===== src/rtl/multi_channel_burst_generator.sv =====
// ---------------------------------------------------------------------------
// multi_channel_burst_generator
//
// Shared-timing tone-burst sequencer. One phase engine (HIGH / LOW / GAP)
// drives NUM_CH square-wave outputs; each channel has its own enable and
// polarity. All timing and channel settings are captured into shadow
// registers when a sequence starts, so the register bank can be rewritten
// while a sequence runs without disturbing it.
//
// Ports
//   clk          system clock, rising edge
//   rst_n        asynchronous active-low reset
//   enable       global enable; low forces IDLE
//   start        begin a sequence (only honoured in IDLE)
//   abort        terminate the current sequence (no done pulse)
//   high_cycles  HIGH phase length in cycles, 0 behaves as 1
//   low_cycles   LOW phase length in cycles, 0 behaves as 1
//   pulse_count  pulses per burst, 0 behaves as 1
//   burst_count  bursts per sequence, 0 = run continuously
//   gap_cycles   idle gap between bursts, 0 = no gap
//   ch_enable    per-channel pulse enable
//   ch_invert    per-channel output polarity
//   tone_out     registered tone outputs
//   busy         registered, high whenever state is not IDLE
//   done         one-cycle pulse on natural completion
//   pulse_idx    0-based pulse index inside the current burst
//   burst_idx    0-based burst index (wraps in continuous mode)
//   state_out    IDLE=0, HIGH=1, LOW=2, GAP=3
// ---------------------------------------------------------------------------
module multi_channel_burst_generator #(
  parameter int unsigned NUM_CH = 4,
  parameter int unsigned CNT_W  = 16
) (
  input  logic              clk,
  input  logic              rst_n,
  input  logic              enable,
  input  logic              start,
  input  logic              abort,
  input  logic [CNT_W-1:0]  high_cycles,
  input  logic [CNT_W-1:0]  low_cycles,
  input  logic [CNT_W-1:0]  pulse_count,
  input  logic [CNT_W-1:0]  burst_count,
  input  logic [CNT_W-1:0]  gap_cycles,
  input  logic [NUM_CH-1:0] ch_enable,
  input  logic [NUM_CH-1:0] ch_invert,
  output logic [NUM_CH-1:0] tone_out,
  output logic              busy,
  output logic              done,
  output logic [CNT_W-1:0]  pulse_idx,
  output logic [CNT_W-1:0]  burst_idx,
  output logic [1:0]        state_out
);

  typedef enum logic [1:0] {
    S_IDLE = 2'd0,
    S_HIGH = 2'd1,
    S_LOW  = 2'd2,
    S_GAP  = 2'd3
  } state_t;

  localparam logic [CNT_W-1:0] ONE  = CNT_W'(1);
  localparam logic [CNT_W-1:0] ZERO = CNT_W'(0);

  // State, counters and registered outputs
  state_t             r_state;
  logic [CNT_W-1:0]   r_phase_cnt;
  logic [CNT_W-1:0]   r_pulse_idx;
  logic [CNT_W-1:0]   r_burst_idx;
  logic [NUM_CH-1:0]  r_tone;
  logic               r_busy;
  logic               r_done;

  // Shadow copies captured at start
  logic [CNT_W-1:0]   r_high_s;
  logic [CNT_W-1:0]   r_low_s;
  logic [CNT_W-1:0]   r_pulse_s;
  logic [CNT_W-1:0]   r_burst_s;
  logic [CNT_W-1:0]   r_gap_s;
  logic [NUM_CH-1:0]  r_ch_en_s;
  logic [NUM_CH-1:0]  r_ch_inv_s;

  // Next-state signals
  state_t             w_next_state;
  logic [CNT_W-1:0]   w_next_phase;
  logic [CNT_W-1:0]   w_next_pulse;
  logic [CNT_W-1:0]   w_next_burst;
  logic               w_load;
  logic               w_done_next;
  logic [NUM_CH-1:0]  w_en_sel;
  logic [NUM_CH-1:0]  w_inv_sel;
  logic [NUM_CH-1:0]  w_tone_next;

  // Effective (zero-clamped) lengths and end-of-pulse/burst conditions
  logic [CNT_W-1:0]   w_high_eff;
  logic [CNT_W-1:0]   w_low_eff;
  logic [CNT_W-1:0]   w_pulse_eff;
  logic               w_last_pulse;
  logic               w_last_burst;

  assign w_high_eff   = (r_high_s  == ZERO) ? ONE : r_high_s;
  assign w_low_eff    = (r_low_s   == ZERO) ? ONE : r_low_s;
  assign w_pulse_eff  = (r_pulse_s == ZERO) ? ONE : r_pulse_s;
  assign w_last_pulse = (r_pulse_idx == (w_pulse_eff - ONE));
  // burst_count of zero means continuous: never the last burst
  assign w_last_burst = (r_burst_s != ZERO) && (r_burst_idx == (r_burst_s - ONE));

  // Next-state and counter logic; phase counter counts 1..N and compares with ==
  always_comb begin
    w_next_state = r_state;
    w_next_phase = r_phase_cnt;
    w_next_pulse = r_pulse_idx;
    w_next_burst = r_burst_idx;
    w_load       = 1'b0;
    w_done_next  = 1'b0;

    if (abort || !enable) begin
      w_next_state = S_IDLE;
      w_next_phase = ONE;
      w_next_pulse = ZERO;
      w_next_burst = ZERO;
    end else begin
      unique case (r_state)
        S_IDLE: begin
          if (start) begin
            w_load       = 1'b1;
            w_next_state = S_HIGH;
            w_next_phase = ONE;
            w_next_pulse = ZERO;
            w_next_burst = ZERO;
          end
        end

        S_HIGH: begin
          if (r_phase_cnt == w_high_eff) begin
            w_next_state = S_LOW;
            w_next_phase = ONE;
          end else begin
            w_next_phase = r_phase_cnt + ONE;
          end
        end

        S_LOW: begin
          if (r_phase_cnt == w_low_eff) begin
            w_next_phase = ONE;
            if (!w_last_pulse) begin
              w_next_state = S_HIGH;
              w_next_pulse = r_pulse_idx + ONE;
            end else if (!w_last_burst) begin
              // Burst index wraps naturally in continuous mode
              w_next_state = (r_gap_s == ZERO) ? S_HIGH : S_GAP;
              w_next_pulse = ZERO;
              w_next_burst = r_burst_idx + ONE;
            end else begin
              // No trailing gap after the final burst
              w_next_state = S_IDLE;
              w_next_pulse = ZERO;
              w_next_burst = ZERO;
              w_done_next  = 1'b1;
            end
          end else begin
            w_next_phase = r_phase_cnt + ONE;
          end
        end

        S_GAP: begin
          if (r_phase_cnt == r_gap_s) begin
            w_next_state = S_HIGH;
            w_next_phase = ONE;
          end else begin
            w_next_phase = r_phase_cnt + ONE;
          end
        end

        default: begin
          w_next_state = S_IDLE;
          w_next_phase = ONE;
          w_next_pulse = ZERO;
          w_next_burst = ZERO;
        end
      endcase
    end
  end

  // Channel settings seen by the next cycle: fresh inputs on the start edge
  assign w_en_sel    = w_load ? ch_enable : r_ch_en_s;
  assign w_inv_sel   = w_load ? ch_invert : r_ch_inv_s;
  assign w_tone_next = (w_next_state == S_HIGH) ? (w_en_sel ^ w_inv_sel) : w_inv_sel;

  // State register, counters and registered outputs
  always_ff @(posedge clk or negedge rst_n) begin
    if (!rst_n) begin
      r_state     <= S_IDLE;
      r_phase_cnt <= ONE;
      r_pulse_idx <= ZERO;
      r_burst_idx <= ZERO;
      r_tone      <= '0;
      r_busy      <= 1'b0;
      r_done      <= 1'b0;
    end else begin
      r_state     <= w_next_state;
      r_phase_cnt <= w_next_phase;
      r_pulse_idx <= w_next_pulse;
      r_burst_idx <= w_next_burst;
      r_tone      <= w_tone_next;
      r_busy      <= (w_next_state != S_IDLE);
      r_done      <= w_done_next;
    end
  end

  // Shadow registers, loaded only when a sequence is accepted
  always_ff @(posedge clk or negedge rst_n) begin
    if (!rst_n) begin
      r_high_s   <= ZERO;
      r_low_s    <= ZERO;
      r_pulse_s  <= ZERO;
      r_burst_s  <= ZERO;
      r_gap_s    <= ZERO;
      r_ch_en_s  <= '0;
      r_ch_inv_s <= '0;
    end else if (w_load) begin
      r_high_s   <= high_cycles;
      r_low_s    <= low_cycles;
      r_pulse_s  <= pulse_count;
      r_burst_s  <= burst_count;
      r_gap_s    <= gap_cycles;
      r_ch_en_s  <= ch_enable;
      r_ch_inv_s <= ch_invert;
    end
  end

  assign tone_out  = r_tone;
  assign busy      = r_busy;
  assign done      = r_done;
  assign pulse_idx = r_pulse_idx;
  assign burst_idx = r_burst_idx;
  assign state_out = r_state;

endmodule


===== config.mk =====
export PLATFORM = sky130hd
export DESIGN_NAME = multi_channel_burst_generator
export DESIGN_NICKNAME = d
export VERILOG_FILES = /design/src/rtl/multi_channel_burst_generator.sv
export SDC_FILE = /design/constraint.sdc
export NUM_CORES = 1
export LEC_CHECK = 0
export ABC_AREA = 1
export BUFFER_PORTS_ARGS = -buffer_cell sky130_fd_sc_hd__buf_2
export CORE_MARGIN = 4
export CORE_UTILIZATION = 50
export CTS_CLUSTER_DIAMETER = 150
export DETAILED_ROUTE_END_ITERATION = 8
export HOLD_SLACK_MARGIN = 0.12
export PLACE_DENSITY = 0.71
export SLEW_MARGIN = 20
export SYNTH_ARGS = -nofsm -noshare
export SYNTH_HDL_FRONTEND = slang
export SYNTH_SLANG_ARGS = --single-unit

===== constraint.sdc =====
create_clock -name clk -period 3.4 [get_ports clk]
set_clock_uncertainty 0.1 [all_clocks]
set_input_delay 0.51 -clock clk [delete_from_list [all_inputs] [get_ports clk]]
set_output_delay 0.51 -clock clk [all_outputs]
set_load 0.1 [all_outputs]

**Yosys cells after proc, flatten, opt, wreduce, memory -nomap -nowiden**

Cells that the tools add are included.

- $add $sub $neg: 5
- Eq/ne operators: 12
- Multiplexer cells: 39
- Bitwise logic cells: 1
- Reduce and logical (&&, ||, !) cells: 13

Operators with widths:

| cell | number |
|---|---|
| $mux W16 | 16 |
| $eq A16 B16 Y1 | 5 |
| $logic_not A16 Y1 | 4 |
| $pmux W16 S2 | 2 |
| $pmux W16 S4 | 1 |
| $add A16 B1 Y16 const B | 3 |
| $sub A16 B1 Y16 const B | 2 |
| $mux W2 | 8 |
| $reduce_bool A16 Y1 | 1 |
| $mux W4 | 3 |
| $ne A3 B3 Y1 const B | 3 |
| $mux W1 | 8 |
| $pmux W2 S4 | 1 |
| $eq A2 B1 Y1 const B | 2 |
| $eq A2 B2 Y1 const B | 2 |
| $reduce_and A4 Y1 | 1 |
| $xor A4 B4 Y4 | 1 |
| $reduce_and A3 Y1 | 1 |
| $reduce_bool A3 Y1 | 1 |
| $logic_not A2 Y1 | 1 |
| $reduce_bool A2 Y1 | 1 |
| $logic_and A1 B1 Y1 | 1 |
| $logic_not A1 Y1 | 1 |
| $logic_or A1 B1 Y1 | 1 |

- Register bits after elaboration: 144
- Input bits: 93
- Output and inout port bits: 40
- Word-level logic and storage cells: 84

**Longest topological paths before layout**

Gate-level depths: netlist of the first run.

- Depth in word-level cells: 10
- Gate-level depth with buffers: 25
- Depth with buffers taken out: 24

**Least setup slack after synthesis of the first run**

Ideal clock, no wire load.

- Path kind: reg-to-reg
- Start point: reg r_pulse_idx[1], in the netlist pulse_idx[1]
- End point: reg r_pulse_idx[14], in the netlist pulse_idx[14]
- Library setup time: 120 ps
- Data arrival time: 2,749 ps
- Required time: 3,180 ps
- Slack: 431 ps
- Cell stages (with the launch flop): 14
- Path buffers: 0
- Period minus slack after synthesis: 2,969 ps
- Cell sequence: dfrtp_1 > ha_1 > nand2_1 > nor2_1 > inv_1 > nor2_1 > nand2_1 > nor3b_1 > nand3_1 > nor2_1 > nand2_1 > nor2_1 > nand3_1 > and3_1

- Word-level cells in the longest chain between the ends: 5
- Elaborated cells on any way between the ends: 6
- Classes of those cells: add/sub (1); eq/ne (1); mux (4)

Ends and longest elaborated chain:

| element | RTL line | RTL |
|---|---|---|
| from (decl) | 67 | `logic [CNT_W-1:0] r_pulse_idx;` |
| from (signal assigned) | 202 | `r_pulse_idx <= w_next_pulse;` |
| $add A16 B1 Y16 or $eq A16 B16 Y1 (tied branches) | 147, 103 |  |
| $mux W16 * | 145 | `if (!w_last_pulse) begin` |
| $mux W16 * | 143 | `if (r_phase_cnt == w_low_eff) begin` |
| $pmux W16 S2 * | 122 | `unique case (r_state)` |
| $mux W16 * | 116 | `if (abort \|\| !enable) begin` |

Every way passes the cells marked *; elsewhere a longest branch is shown, timed or not. The select of a mux whose other input is x is not followed.
A chain may end at the register's enable or synchronous reset.

**Worst setup path in the final report of the first run**

- Start point: reg r_pulse_s[8]
- End point: reg r_pulse_idx[12], in the netlist pulse_idx[12]

- Word-level cells in the longest chain between the ends: 8

Ends and longest elaborated chain:

| element | RTL line | RTL |
|---|---|---|
| from (decl) | 76 | `logic [CNT_W-1:0] r_pulse_s;` |
| from (signal assigned) | 223 | `r_pulse_s <= pulse_count;` |
| $logic_not A16 Y1 | 102 | `assign w_pulse_eff = (r_pulse_s == ZERO) ? ONE : r_pulse_s;` |
| $mux W16 * | 102 |  |
| $sub A16 B1 Y16 * | 103 | `assign w_last_pulse = (r_pulse_idx == (w_pulse_eff - ONE));` |
| $eq A16 B16 Y1 * | 103 |  |
| $mux W16 * | 145 |  |
| $mux W16 * | 143 |  |
| $pmux W16 S2 * | 122 |  |
| $mux W16 * | 116 |  |

Marks and branches as above.

==> flow_summary.toml, run 1 <==
[timing]
grt_setup_unrepaired = "no"
worstMarginPinSlew_ns = 0.692
period_minus_slack_ns = 3.06
final.period_utilization_pct = 89.9
max_slew_margin_pct = 53.9
setup_viol = 0
hold_viol = 0
finalSetupTns_ns = 0
slew_violations = 0
fmax_ghz = 0.327

[setup_path]
worst-path-buf-inv = 2
max_stage_delay_ns = 0.43
cp.depth = 20
worst_ep_required_time_ns = 3.62
crit_end = "pulse_idx[12]"
cp.arrival_ns = 3.28
cp-start-kind = "flip-flop"
r2r_end = "pulse_idx[12]"
worstSetupPathType = "reg -> reg"
crit_top_cell = "nand2_1"
slowest_stage = "dfrtp_1"
rrSetupSlack_ns = 0.34
end_kind = "flip-flop"
path_delay_family = "simple AND/OR/NAND/NOR gates"
critPathLaunch = "r_pulse_s[8]"
cp_cell_sequence = "nor2_2 -> nand2_1 -> nor2_1 -> nand2_2 -> nand2_4 -> inv_1 -> ha_1 -> nand2_2 -> inv_1 -> nand2_1 -> nand2_1 -> nand2_1 -> nand2_1 -> nand2_1 -> nand4_1 -> nor2_1 -> nand2_1 -> o21ai_4 -> nand2_8 -> and3_1"
reg2regPathDepth = 20
rr_startpoint = "r_pulse_s[8]"
path_max_fanout = 42

[placement]
hpwlAfterDp_um = 19300
place_congestion = 0.971
portBuffers = 132

[route]
drt_first_pass_iters = 5
drt_iter0_markers = 623
drtAntennaViolNets = 0
drcViolationCount = 0
via_per_inst = 5.45
wirelength_um = 25400
vias = 8746
wl_per_cell_um = 15.9

[finish]
drive_above_1_share_pct = 17.8
nNetsFinal = 1462
final_cell_mix = "nand2_1, nor2_1, dfrtp_1"
layout_commonest_cell = "nand2_1"
syn2layout_area_growth_pct = 16.7
num_antenna_cells = 0

[floorplan]
ioPinCount = 133
die_h_um = 143
rows = 49
dieArea_um2 = 20400
core_um2 = 17900
start_util_pct = 50.8
die_w_um = 143

[clock_network]
path_clk_slew_ns = 0.06
cts_made_buffers = 17
cts-root-buf = "clkbuf_16"
clock_latency_ns = 0.43
cts_sinks = 144
cts_tree = "done"
htreeDepth = 4
cts_max_path_buffers = 2

[yosys]
synth-adder-area-share_pct = 0.825
synth_top_family_by_area = "simple AND/OR/NAND/NOR gates"
synth-xor-area-share_pct = 5.49
synth_mux_area_share_pct = 4.83
synth-seq-cells = 144
synth_edf_count = 0
synth_compound_area_share_pct = 8.97
synth_fp_nets = 1334
async_flop_share_pct = 100
syn_area_per_cell_um2 = 7.37
yosysUniqueCellTypes = 50
syn_area_um2 = 9100
synth_ff_type = "dfrtp_1"
synthSimpleGateAreaFrac_pct = 32.4
yosys_warnings = 0
ys_seq_area_share_pct = 39.6
synthCells = 1235

[status]
outcome = "finished, final reports clean"

[flow_run]
maxCapViolCount = 0

[power]
powerDensity_nw_per_um2 = 479
p_sw_w = 0.00167
vdd_ir_drop_max_mv = 0.354
p_int_w = 0.00341
seqPwrFrac_pct = 42.1
sw_frac_of_total_pct = 32.9
leakage_nw = 5.16
combPwrFrac_pct = 20.4
power_frac_clock_pct = 37.5
power.total_w = 0.00508

[global_route]
overflow = 0
grt_max_degree = 71
grt_pass1_vias = 8252
antenna_found_initial = 0
grt_usage_pct = 25.5
grt_pass1_wl_um = 41400

[worst_hold_path]
min_path_type = "in -> reg"
## power by group through the flow
stage | clock (W) | combinational, W | sequential, W
after floorplan | 0 | 0.000679 | 0.00221
after global placement | 0 | 0.00101 | 0.00216
after detailed placement | 0 | 0.00103 | 0.00217
after CTS | 0.00192 | 0.00104 | 0.00214
after global routing | 0.00200 | 0.00117 | 0.00217
final | 0.00190 | 0.00104 | 0.00214
## registers in the layout, indices dropped and copies added (netlist names)
register     cells
r_burst_s       16
r_ch_inv_s       4
burst_idx       16
tone_out         4
r_gap_s         16
r_ch_en_s        4
pulse_idx       16
r_phase_cnt     16
busy             1
done             1
r_high_s        16
r_low_s         16
state_out        2
r_pulse_s       16
## per-layer routing
layer	track usage [%]	wire length, um	vias to the layer above
met5	0	0	-
met1	33.4	11000	4085
li1	-	-	4337
met3	4.12	1280	56
met4	8.40	676	0
met2	43.4	12500	268
## kinds of logic (layout without fill, tap and decap cells)
logic type      after synthesis  in the layout
compound gates              145            145
xor+xnor                     57             57
fa+ha+maj                     6              6
buf+inv                     179            320
flops                       144            144
mux                          39             39
simple gates                665            665
## per-stage QoR
step           util [%]  std cells  cell area [um2]  hold slack [ns]  setup WS, ns
2_1_floorplan         -       1235             9100            0.114         0.431
3_3_place_gp       55.8       1571             9990            0.391         0.286
3_5_place_dp       55.8       1571             9990            0.397         0.212
4_1_cts            59.1       1604            10600            0.203         0.209
5_1_grt            59.3       1605            10600            0.202        0.0103
6_report           59.3       1605            10600            0.206         0.343
## layout make-up
type | instances | area (um2)
clock buffer | 18 | 429
clock inverter | 14 | 155
fill | 1702 | 7290
inverter | 144 | 541
multi-input combinational | 912 | 4820
sequential | 144 | 3600
tap | 229 | 287
timing repair buffer | 144 | 785
## Yosys cell counts (2+ instances only)
cell | n | share of area (%)
o21ai_0 | 35 | 1.9
or2_2 | 4 | 0.27
a21oi_1 | 66 | 3.6
ha_1 | 6 | 0.83
o2111ai_1 | 5 | 0.48
nand2_1 | 271 | 11
buf_6 | 3 | 0.37
xor2_1 | 49 | 4.7
nor3_1 | 23 | 1.3
nand4_1 | 44 | 3.0
clkbuf_1 | 15 | 0.62
nand3b_1 | 7 | 0.58
nor2_1 | 172 | 7.1
nor2_4 | 3 | 0.37
nand3_1 | 92 | 5.1
buf_1 | 3 | 0.12
nor3b_1 | 3 | 0.25
o21ai_1 | 11 | 0.61
o22ai_1 | 12 | 0.83
and3_1 | 6 | 0.41
and2_1 | 2 | 0.14
nor2_2 | 6 | 0.41
inv_1 | 142 | 5.9
xnor2_1 | 8 | 0.77
dfrtp_1 | 143 | 39
o211ai_1 | 4 | 0.33
mux2_2 | 39 | 4.8
o221ai_1 | 2 | 0.19
clkbuf_2 | 2 | 0.11
buf_2 | 11 | 0.61
nor4_1 | 15 | 1.0
nand2_4 | 2 | 0.25
or4_1 | 2 | 0.16
nand2_2 | 10 | 0.69
a31oi_1 | 2 | 0.14
## worst min path at each step
stage	startpoint	depth (start not counted)	slack (ns)	end
after global routing	gap_cycles[10]	2	0.20	r_gap_s[10]
after detailed placement	r_ch_en_s[1]	1	0.40	r_ch_en_s[1]
final	low_cycles[4]	2	0.21	r_low_s[4]
after floorplan	rst_n	0	0.11	burst_idx[0]
after global placement	r_ch_en_s[0]	1	0.39	r_ch_en_s[0]
after CTS	gap_cycles[8]	2	0.20	r_gap_s[8]
## timing repair
item	4_1_cts	5_1_grt
setup endpoints to repair	0	30
setup buffers	0	1
gates resized for setup	0	4
hold buffers	1	0
hold endpoints to repair	66	0
Note: power is estimated with default switching activity, not from simulation.
==> inputs of run 2 (changes only) <==
--- a/config.mk
+++ b/config.mk
@@ -7,6 +7,7 @@
 export LEC_CHECK = 0
 export ABC_AREA = 1
 export BUFFER_PORTS_ARGS = -buffer_cell sky130_fd_sc_hd__buf_2
+export CORE_ASPECT_RATIO = 1.4
 export CORE_MARGIN = 4
 export CORE_UTILIZATION = 50
 export CTS_CLUSTER_DIAMETER = 150
==> flow_summary.toml, run 2 (synthesized netlist as in run 1, its figures left out) <==
[placement]
dp.cells = 1580
place_congestion = 0.980
portBuffers = 132
hpwlAfterDp_um = 20400

[finish]
fillers = 1728
num_antenna_cells = 0
nNetsFinal = 1463
final_util_pct = 59.3
layout_commonest_cell = "nand2_1"
syn2layout_area_growth_pct = 16.9
stdcell_count = 1617
drive_above_1_share_pct = 18.0
final_cell_mix = "nand2_1, nor2_1, dfrtp_1"

[timing]
fmax_ghz = 0.322
hold_viol = 0
finalSetupTns_ns = 0
period_minus_slack_ns = 3.11
slew_violations = 0
final.period_utilization_pct = 91.4
worstMarginPinSlew_ns = 0.755
timing.hold.ws_ns = 0.203
max_slew_margin_pct = 49.5
setup_viol = 0

[status]
outcome = "finished, final reports clean"

[clock_network]
cts_tree = "done"
cts_sinks = 144
cts_max_path_buffers = 2
clock_latency_ns = 0.43
path_clk_slew_ns = 0.07
htreeDepth = 4
cts-root-buf = "clkbuf_16"
cts_made_buffers = 17

[setup_path]
reg2regPathDepth = 21
cp-start-kind = "flip-flop"
max_stage_delay_ns = 0.43
path_max_fanout = 10
cp_cell_sequence = "nor2_2 -> nand2_1 -> nor2_2 -> nand2_2 -> nand2_4 -> inv_1 -> ha_1 -> nand2_2 -> inv_1 -> nand2_1 -> nand2_1 -> nand2_1 -> nand2_1 -> nand2_1 -> nand4_1 -> nor2_1 -> nand2_1 -> o21ai_4 -> buf_12 -> nand2_4 -> nor3b_1"
slowest_stage = "dfrtp_1"
crit_top_cell = "nand2_1"
end_kind = "flip-flop"
worstSetupPathType = "reg -> reg"
worst_ep_required_time_ns = 3.61
cp.arrival_ns = 3.32

[floorplan]
die_h_um = 168
start_util_pct = 50.8
dieArea_um2 = 20500
rows = 58
ioPinCount = 133
die_w_um = 122
core_um2 = 17900

[power]
leakage_nw = 5.15
powerDensity_nw_per_um2 = 470
seqPwrFrac_pct = 42.9
power_frac_clock_pct = 36.1
sw_frac_of_total_pct = 34.2
p_int_w = 0.00329
vdd_ir_drop_max_mv = 0.314
p_sw_w = 0.00171
combPwrFrac_pct = 21.0
power.total_w = 0.00500

[route]
drcViolationCount = 0
wirelength_um = 26600
met1_length_um = 10200
wl_met2_um = 13600
wl_per_cell_um = 16.4
drt_first_pass_iters = 5
drtAntennaViolNets = 0
drt_iter0_markers = 615
dr.max_layer_used = "met4"
via_per_inst = 5.43
vias = 8778
wl_met3_um = 1490

[global_route]
grt_usage_pct = 26.1
grt_max_degree = 95
overflow = 0
grt_pass1_vias = 8320
antenna_found_initial = 0
grt_pass1_wl_um = 42000

[worst_hold_path]
min_path_cells = 2
min_path_type = "in -> reg"

[flow_run]
maxCapViolCount = 0
-- run 2: worst paths after layout --
| check | from | to | slack [ns] |
|---|---|---|---|
| max | r_pulse_s[8] | pulse_idx[2] | 0.29 |
| min | gap_cycles[7] | r_gap_s[7] | 0.20 |
| max reg2reg | r_pulse_s[8] | pulse_idx[2] | 0.29 |
| min reg2reg | r_ch_en_s[0] | r_ch_en_s[0] | 0.41 |
| max in group asynchronous | rst_n | r_low_s[15] | 1.90 |
| min in group asynchronous | rst_n | pulse_idx[14] | 0.52 |
-- run 2: critical path: cells and delay by family, from the launching register on --
| kind | cells | cell delay [ns] |
|---|---|---|
| adder cells (fa/ha/maj) | 1 | 0.23 |
| AND/OR/NAND/NOR | 16 | 1.65 |
| buffers and inverters | 3 | 0.33 |
| AO/OA/AOI/OAI | 1 | 0.26 |
| flip-flops | 1 | 0.43 |
-- run 2: final cells by class --
| cell class | instances | area [um2] | share of cell area [%] |
|---|---|---|---|
| Clock inverter | 14 | 123 | 1.15 |
| Tap cell | 240 | 300 | 2.82 |
| Inverter | 144 | 541 | 5.08 |
| Multi-Input combinational cell | 914 | 4840 | 45.5 |
| Clock buffer | 18 | 439 | 4.13 |
| Sequential cell | 144 | 3600 | 33.9 |
| Timing Repair Buffer | 143 | 790 | 7.42 |
-- run 2: power by group through the flow --
stage                     Combinational [W]  Clock, W  Sequential, W
after detailed placement            0.00104         0        0.00217
after global routing                0.00119   0.00190        0.00217
after floorplan                    0.000679         0        0.00221
final                               0.00105   0.00181        0.00214
after global placement              0.00103         0        0.00216
after CTS                           0.00105   0.00183        0.00214
-- run 2: metrics by stage --
| step | worst slack, ns | instance area, um2 |
|---|---|---|
| finish | 0.292 | 10600 |
| global route | -0.00237 | 10600 |
| CTS | 0.218 | 10600 |
| detailed placement | 0.233 | 9990 |
| global placement | 0.297 | 9990 |
| floorplan | 0.431 | 9100 |
-- run 2: per-layer routing --
layer	track usage [%]	vias up
met1	30.7	4075
met3	4.09	78
met2	45.5	295
met4	13.1	0
li1	-	4330
met5	0	-
-- run 2: repair_timing --
item / 4_1_cts / 5_1_grt
hold buffers: 1 / 0
setup endpoints to repair: 0 / 26
gates resized for setup: 0 / 4
hold endpoints to repair: 56 / 0
setup buffers: 0 / 2
==> inputs of run 3 (changes only) <==
--- a/config.mk
+++ b/config.mk
@@ -13,6 +13,7 @@
 export CTS_CLUSTER_DIAMETER = 150
 export DETAILED_ROUTE_END_ITERATION = 8
 export HOLD_SLACK_MARGIN = 0.12
+export MAX_ROUTING_LAYER = met4
 export PLACE_DENSITY = 0.71
 export SLEW_MARGIN = 20
 export SYNTH_ARGS = -nofsm -noshare
==> flow_summary.toml, run 3 (synthesized netlist as in run 1, its figures left out) <==
[status]
outcome = "finished, final reports clean"

[route]
drt_first_pass_iters = 6
drtAntennaViolNets = 0
wirelength_um = 26300
drt_iter0_markers = 624
wl_per_cell_um = 16.3
drcViolationCount = 0
vias = 8718
via_per_inst = 5.38

[floorplan]
ioPinCount = 133
start_util_pct = 50.8
rows = 58
die_h_um = 168
die_w_um = 122
dieArea_um2 = 20500
core_um2 = 17900

[power]
vdd_ir_drop_max_mv = 0.322
sw_frac_of_total_pct = 33.5
leakage_nw = 5.18
seqPwrFrac_pct = 42.1
p_sw_w = 0.00170
combPwrFrac_pct = 20.9
p_int_w = 0.00337
power_frac_clock_pct = 36.9
powerDensity_nw_per_um2 = 476

[worst_hold_path]
min_path_type = "in -> reg"

[global_route]
grt_pass1_wl_um = 41600
grt_pass1_vias = 8443
grt_max_degree = 86
grt_usage_pct = 26.8
overflow = 0
antenna_found_initial = 1

[setup_path]
end_kind = "flip-flop"
path_max_fanout = 21
worstSetupPathType = "reg -> reg"
cp.arrival_ns = 3.30
cp-start-kind = "flip-flop"
worst_ep_required_time_ns = 3.62

[timing]
max_slew_margin_pct = 56.1
setup_viol = 0
hold_viol = 0
finalSetupTns_ns = 0
worst_slack_ns = 0.320
final.period_utilization_pct = 90.6
slew_violations = 0
worstMarginPinSlew_ns = 0.653
period_minus_slack_ns = 3.08
fmax_ghz = 0.325
grt_setup_unrepaired = "no"

[finish]
layout_commonest_cell = "nand2_1"
final_cell_mix = "nand2_1, nor2_1, dfrtp_1"
drive_above_1_share_pct = 18.0
syn2layout_area_growth_pct = 17.1
nNetsFinal = 1464

[clock_network]
cts_tree = "done"
cts_max_path_buffers = 2
path_clk_slew_ns = 0.07
htreeDepth = 4
cts_sinks = 144
clock_latency_ns = 0.44
cts-root-buf = "clkbuf_16"
cts_made_buffers = 17

[flow_run]
maxCapViolCount = 0

[placement]
hpwlAfterDp_um = 20400
portBuffers = 132
dp_slack_ns = 0.221
place_congestion = 0.968
-- run 3: cell types whose count changed in the layout (fill, tap and decap cells not counted) --
cell        change
nand2_8         -1
diode_2         +1
nor2_1          +1
clkinvlp_4      -3
nor2_2          -1
bufinv_16       +1
clkinv_2        +1
buf_4           +2
clkinv_4        +1
-- run 3: cell type report --
class	instances	area, um2
Tap cell	240	300
Inverter	144	541
Multi-Input combinational cell	913	4810
Timing Repair Buffer	145	805
Sequential cell	144	3600
Antenna cell	1	2.50
Clock inverter	14	144
Fill cell	1739	7270
Clock buffer	18	439
-- run 3: power groups by stage --
stage | clock (W) | combinational (W) | sequential (W)
final | 0.00187 | 0.00106 | 0.00213
after global routing | 0.00196 | 0.00119 | 0.00216
after CTS | 0.00189 | 0.00106 | 0.00213
after detailed placement | 0 | 0.00105 | 0.00216
after global placement | 0 | 0.00104 | 0.00216
after floorplan | 0 | 0.000679 | 0.00221
-- run 3: worst max-delay path: stages, from the launching register on --
cell and delay (ns):
dfrtp_1 0.44, nor2_1 0.12, nand2_1 0.09, nor2_1 0.17, nand2_2 0.10, nand2_4 0.08, inv_1 0.06, ha_1 0.23
nand2_2 0.11, inv_1 0.11, nand2_1 0.08, nand2_1 0.06, nand2_1 0.06, nand2_1 0.05, nand2_1 0.10, nand4_1 0.09
nor2_1 0.10, nand2_1 0.12, o21ai_4 0.20, buf_4 0.16, nand2_4 0.16, nand2_1 0.10, o21ai_1 0.06
-- run 3: routing by layer --
| layer | global-route usage (%) | wire length (um) | vias to the layer above |
|---|---|---|---|
| li1 | - | - | 4331 |
| met1 | 30.0 | 10100 | 4029 |
| met2 | 45.9 | 13600 | 289 |
| met3 | 4.46 | 1400 | 69 |
| met4 | 13.0 | 1230 | 0 |
| met5 | - | 0 | - |
-- run 3: metrics by stage --
step                utilization, %  area [um2]  hold WS (ns)  power (W)  cells
floorplan                        -        9100         0.114    0.00289   1235
global placement              55.8       10000         0.347    0.00319   1582
detailed placement            55.8       10000         0.348    0.00321   1582
CTS                           59.1       10600         0.193    0.00508   1615
global route                  59.4       10700         0.193    0.00532   1619
finish                        59.4       10700         0.200    0.00507   1619
-- run 3: path summary, 6_finish.rpt --
path / to / start / slack, ns / cells past startpoint
setup / recovery: burst_idx[5] / r_pulse_s[11] / 0.32 / 22
hold / removal: r_gap_s[3] / gap_cycles[3] / 0.20 / 2
setup reg to reg: burst_idx[5] / r_pulse_s[11] / 0.32 / 22
hold reg to reg: r_ch_en_s[1] / r_ch_en_s[1] / 0.41 / 1
max in group asynchronous: r_low_s[5] / rst_n / 1.96 / 3
min in group asynchronous: pulse_idx[14] / rst_n / 0.45 / 2
-- run 3: what timing repair did --
action,in CTS,in global routing
setup buffers,0,2
gates resized for setup,0,2
hold endpoints to repair,40,0
setup endpoints to repair,0,25
hold buffers,1,0
